===== src/rtl/conv_mac.sv =====
// conv_mac: K_SIZE-tap signed 8x8 MAC over a pixel stream with snapshot kernel/ReLU and a held ready/valid result
module conv_mac #(
  parameter int K_SIZE = 25,
  parameter int ACC_W  = 21
) (
  input  logic                  iCLK,
  input  logic                  iRST,
  input  logic                  iStart,
  input  logic                  iRelu,
  input  logic [8*K_SIZE-1:0]   iKernel,
  input  logic [7:0]            iX,
  input  logic                  iValid,
  input  logic                  iReady,
  output logic                  oReady,
  output logic                  oBusy,
  output logic                  oValid,
  output logic [ACC_W-1:0]      oSum
);
  localparam int IW = K_SIZE > 1 ? $clog2(K_SIZE) : 1;
  typedef enum logic [1:0] {IDLE, ACC, DRAIN, OUT} stateT;
  stateT state;
  logic [IW-1:0] idx;
  logic signed [15:0] prod;
  logic prodValid;
  logic [ACC_W-1:0] acc, accNext;
  logic [8*K_SIZE-1:0] kernelSnap;
  logic reluSnap;
  logic signed [7:0] weight;
  logic accept, start;
  always_comb begin
    weight  = kernelSnap[8*idx +: 8];
    accept  = state == ACC && iValid;
    start   = iStart && (state == IDLE || (state == OUT && iReady));
    accNext = prodValid ? acc + {{(ACC_W-16){prod[15]}}, prod} : acc;
  end
  assign oReady = state == ACC;
  assign oBusy  = state != IDLE;
  always_ff @(posedge iCLK) begin
    if (iRST) begin
      state      <= IDLE;
      idx        <= '0;
      prod       <= '0;
      prodValid  <= 1'b0;
      acc        <= '0;
      kernelSnap <= '0;
      reluSnap   <= 1'b0;
      oSum       <= '0;
      oValid     <= 1'b0;
    end else begin
      acc       <= accNext;
      prodValid <= accept;
      if (accept) begin
        prod <= $signed(iX) * weight;
        idx  <= idx + 1'b1;
      end
      if (start) begin
        state      <= ACC;
        idx        <= '0;
        acc        <= '0;
        prodValid  <= 1'b0;
        kernelSnap <= iKernel;
        reluSnap   <= iRelu;
        oValid     <= 1'b0;
        oSum       <= '0;
      end else if (accept && idx == IW'(K_SIZE-1)) begin
        state <= DRAIN;
      end else if (state == DRAIN) begin
        state  <= OUT;
        oValid <= 1'b1;
        oSum   <= reluSnap && accNext[ACC_W-1] ? '0 : accNext;
      end else if (state == OUT && iReady) begin
        state  <= IDLE;
        oValid <= 1'b0;
        oSum   <= '0;
      end
    end
  end
endmodule


===== config.mk =====
export PLATFORM = sky130hd
export DESIGN_NAME = conv_mac
export DESIGN_NICKNAME = d
export VERILOG_FILES = /design/src/rtl/conv_mac.sv
export SDC_FILE = /design/constraint.sdc
export NUM_CORES = 1
export LEC_CHECK = 0
export BUFFER_PORTS_ARGS = -buffer_cell sky130_fd_sc_hd__buf_2
export CAP_MARGIN = 20
export CORE_MARGIN = 1.5
export CORE_UTILIZATION = 34
export CTS_BUF_LIST = sky130_fd_sc_hd__clkbuf_4 sky130_fd_sc_hd__clkbuf_8
export DETAILED_ROUTE_END_ITERATION = 12
export SETUP_SLACK_MARGIN = 0.02
export SYNTH_ARGS = -nofsm -noshare
export SYNTH_HDL_FRONTEND = slang
export SYNTH_SLANG_ARGS = --single-unit

===== constraint.sdc =====
create_clock -name iCLK -period 11.9 [get_ports iCLK]
set_input_delay 1.785 -clock iCLK [delete_from_list [all_inputs] [get_ports iCLK]]
set_output_delay 1.785 -clock iCLK [all_outputs]
set_load 0.01 [all_outputs]

After elaboration in Yosys (flattened, before gate mapping)

Cells that the tools add are included.
Widths: inputs -> output; s select.

Word-level logic and storage cells: 42
Output and inout port bits: 24
Bits in registers: 268
Input bits: 214

Shifts and indexed selects: 1
Multiply operators: 1
Eq/ne operators: 4
Bitwise gates (word level): 1
Multiplexer cells: 10
Reduce and logical (&&, ||, !) cells: 13
Add/sub/neg operators: 2

Operators with widths:

| cell                | number |
|---|---|
| $shiftx 200x9->8    | 1 |
| $mux 21             | 4 |
| $add 21x21->21      | 1 |
| $mul 8x8->16        | 1 |
| $mux 2              | 3 |
| $add 5x1->5 const B | 1 |
| $eq 5x5->1 const B  | 1 |
| $logic_and 1x1->1   | 5 |
| $eq 2x2->1 const B  | 2 |
| $reduce_bool 2->1   | 2 |
| $reduce_bool 4->1   | 1 |
| $mux 1              | 3 |
| $reduce_bool 3->1   | 1 |
| $eq 2x1->1 const B  | 1 |
| $logic_not 2->1     | 1 |
| $reduce_and 2->1    | 1 |
| $reduce_or 2->1     | 1 |
| $logic_or 1x1->1    | 1 |
| $not 1->1           | 1 |

Depth between registers and ports, before layout

Word-level depth: 6
Gate-level depth with buffers: 26

Worst setup path before layout

Ideal clock, no wire load.

Path kind: reg2reg
Start: reg idx[0]
End: reg prod[14]
Required time: 11794 ps
Setup slack: 5988 ps
Buffers on the path: 3
Clock period less this slack: 5912 ps
Arrival: 5806 ps
Cell stages (with the launch flop): 24
Cells stage by stage: dfxtp_1 buf_2 buf_6 buf_2 mux4_2 mux2i_1 o21ai_1 mux2_2 and2_1 fa_1 fa_1 inv_1 fa_1 fa_1 inv_1 ha_1 nor2b_1 o21ai_0 a21oi_1 o21ai_0 a21boi_0 o2111ai_1 a2111o_1 o311ai_0

Cells in the longest elaborated chain, start to end: 2

RTL lines:

| item                   | line | source |
|---|---|---|
| from (decl)            | 22   | `logic [IW-1:0] idx;` |
| from (signal assigned) | 54   | `idx <= idx + 1'b1;` |
| $shiftx 200x9->8       | 31   | `weight = kernelSnap[8*idx +: 8];` |
| $mul 8x8->16           | 53   | `prod <= $signed(iX) * weight;` |
| to (signal assigned)   | 53   |  |
| to (decl)              | 23   | `logic signed [15:0] prod;` |

Every way passes these cells.
A chain may end at the register's enable or synchronous reset.

Worst setup path after layout

Ends and elaborated chain as after synthesis.

==> impl_metrics.json <==
{
  "fmax_mhz": 153,
  "rr_endpoint": "prod[14]",
  "worstHoldPathType": "register to register",
  "grt_max_degree": 111,
  "postCtsHoldBufs": 0,
  "start_kind": "register",
  "crit_arrival_ns": 7.00,
  "start_util_pct": 34.4,
  "place_hpwl_um": 30500,
  "yosys.cell_count.top_type": "nand2_1",
  "synth_commonest_cells": "477 x nand2_1, 268 x dfxtp_1, 240 x a21oi_1, 95 x inv_1, 86 x clkbuf_1",
  "power_density_nw_per_um2": 129,
  "die_x_um": 208,
  "cts_num_sinks": 268,
  "die_h_um": 208,
  "grt_pass1_vias": 12200,
  "wl_per_cell_um": 16.8,
  "p_leak_nw": 7.01,
  "syn_inst": 1663,
  "stdcell_area_um2": 16900,
  "ios": 238,
  "min_delay_worst_endpoint": "oSum[4]",
  "viasPerCell": 5.03,
  "drv_slew": 0,
  "maxCapViolCount": 0,
  "grt_antenna_before_repair": 0,
  "numPortBuffers": 237,
  "fp.coreArea_um2": 41800,
  "rr_worst_depth": 20,
  "worst_pin_slew_ns": 0.948,
  "cts-buffers-inserted": 46,
  "clk_pin_slew_worst_paths_ns": 0.06,
  "grt-ovfl-total": 0,
  "required_ns": 12.37,
  "grt_pass1_wl_um": 65200,
  "fin_nets": 2178,
  "cts_max_level": 2,
  "yosys.area.top_type": "dfxtp_1",
  "hold_path_startpoint": "oSum[4]",
  "rsz0062_at_grt": "false",
  "final_cells": 2425,
  "critical_path_class": "register to register",
  "syn_nets": 1984,
  "reg2reg_from": "idx[0]",
  "core.rowCount": 75,
  "dieArea_um2": 43400,
  "total_power_mw": 2.18,
  "fill_cells": 4269,
  "avgSynthCellArea_um2": 8.63,
  "track_usage_pct": 19.0,
  "utilization_pct": 40.4,
  "postCtsSetupBuffers": 0,
  "cts_tree": "yes",
  "cts_root_buffer": "clkbuf_8",
  "drt_iter0_drc": 877,
  "post-route-min-period_ns": 6.52,
  "finalHoldViolations": 0,
  "postPlaceCellArea_um2": 15900,
  "netlist_area_um2": 14300,
  "status": "finished clean",
  "relSlewSlack_pct": 36.7,
  "yosysTopAreaCellShare_pct": 37.4,
  "finalCritPeriodShare_pct": 54.8,
  "finalSetupViolations": 0,
  "finClkSkew_ns": 0.0308,
  "clockBufferDepth": 3,
  "drc": 0,
  "via_count": 12200,
  "ys_seq_area_share_pct": 37.4,
  "totalWireLength_um": 40800,
  "place_inst": 2346,
  "synthFlopType": "dfxtp_1",
  "ant_nets": 0,
  "cts_resized": 0,
  "reg2reg_slack_ns": 5.38,
  "seqCellArea_um2": 5370,
  "clock_latency_ns": 0.62,
  "dr.pass1.iters": 5,
  "fin_tns_setup_ns": 0,
  "ir_drop_mv": 0.0830,
  "drive_above_1_share_pct": 21.2,
  "async_reset_ff_share_pct": 0,
  "synth_edf_count": 0,
  "synth_area_leaders": "dfxtp_1 37%, nand2_1 12%, mux4_2 8.8%",
  "place_congestion": 0.818,
  "end_kind": "register",
  "ys_types": 60,
  "area_growth_pct": 17.6,
  "multi_input_area_um2": 8200,
  "crit_fanout": 45,
  "worstHoldPathCells": 2,
  "synth-seq-cells": 268,
  "yosys_warnings": 0
}
layer usage:
layer | GRT usage, % | wire length (um) | vias up
met5 | 0 | 0 | -
met4 | 7.20 | 1240 | 0
met3 | 3.43 | 2240 | 76
met2 | 31.4 | 19400 | 359
met1 | 24.6 | 18000 | 5806
li1 | - | - | 5956
stage by stage:
step / setup slack, ns / hold slack (ns)
finish: 5.38 / 0.445
global route: 4.91 / 0.467
detailed placement: 5.02 / 0.439
global placement: 5.21 / 0.437
CTS: 5.02 / 0.447
floorplan: 5.99 / 0.433
layout make-up:
cell class              instances  share of cell area (%)
repair buffers                250                    7.88
multi-input cells            1195                    48.6
flip-flops and latches        268                    31.8
clock buffers                  64                    4.92
diodes                          1                  0.0148
well taps                     539                    4.00
clock inverters                12                   0.623
inverters                      96                    2.14
registers in the layout, summed over array words and instances (netlist names):
register,cells
prodValid,1
oValid,1
idx,5
state,2
acc,21
kernelSnap,200
oSum,21
prod,16
reluSnap,1
worst max-delay path: stages (launching register included):
cell       delay, ns
dfxtp_4         0.44
buf_16          0.30
mux4_2          0.56
mux4_2          0.50
mux2i_2         0.41
nor2b_1         0.13
fa_1            0.43
fa_1            0.50
inv_1           0.06
fa_1            0.50
fa_1            0.55
inv_1           0.04
ha_1            0.30
nor2b_1         0.18
o21ai_0         0.11
a21oi_1         0.19
o21ai_0         0.11
a21boi_0        0.33
o2111ai_1       0.17
a2111o_1        0.38
o311ai_0        0.12
cells by family (layout without fill, tap and decap cells):
kind of cell	count (synthesis)	count (layout)	share of synthesized area, %
muxes	86	86	11.4
buffers and inverters	200	422	5.49
DFF	268	268	37.4
other	0	1	0
and+or+nand+nor	636	636	18.8
xor gates and xnor gates	26	26	1.59
AOI/OAI and AO/OA	340	340	13.1
adders and majority gates	107	107	12.3
worst max path at each step:
stage / cells after the start / to / slack [ns] / from
floorplan: 23 / prod[14] / 5.99 / idx[0]
global placement: 19 / prod[14] / 5.21 / idx[0]
detailed placement: 19 / prod[14] / 5.02 / idx[0]
CTS: 19 / prod[14] / 5.02 / idx[0]
global route: 20 / prod[14] / 4.91 / idx[0]
finish: 20 / prod[14] / 5.38 / idx[0]
report_power, final:
group | leakage (nW) | internal, mW | switching (mW)
sequential | 2.19 | 0.941 | 0.0287
combinational | 4.32 | 0.144 | 0.198
clock | 0.502 | 0.474 | 0.395
total | 7.01 | 1.56 | 0.622
cells in the final DEF, fill, tap and decap left out, drive strengths merged, types with 3 or more instances in the layout:
master / synthesis / routed
xnor2: 17 / 17
o21a: 3 / 3
clkbuf: 86 / 64
xor2: 9 / 9
fa: 56 / 56
and4: 3 / 3
o22ai: 3 / 3
a31oi: 5 / 5
nor2: 40 / 40
nor3: 9 / 9
o21bai: 4 / 4
o31ai: 15 / 15
nand3b: 4 / 4
mux4: 56 / 56
ha: 51 / 51
inv: 96 / 99
mux2i: 29 / 29
nor3b: 3 / 3
a211oi: 4 / 4
dfxtp: 268 / 268
o21ai: 37 / 37
nand2: 477 / 477
a21o: 11 / 11
nand2b: 16 / 16
clkinv: 0 / 8
and2: 6 / 6
or2: 4 / 4
a21oi: 240 / 240
nand3: 11 / 11
nand4: 5 / 5
nor2b: 46 / 46
and3: 5 / 5
buf: 18 / 250
Note: power is estimated with default switching activity, not from simulation.
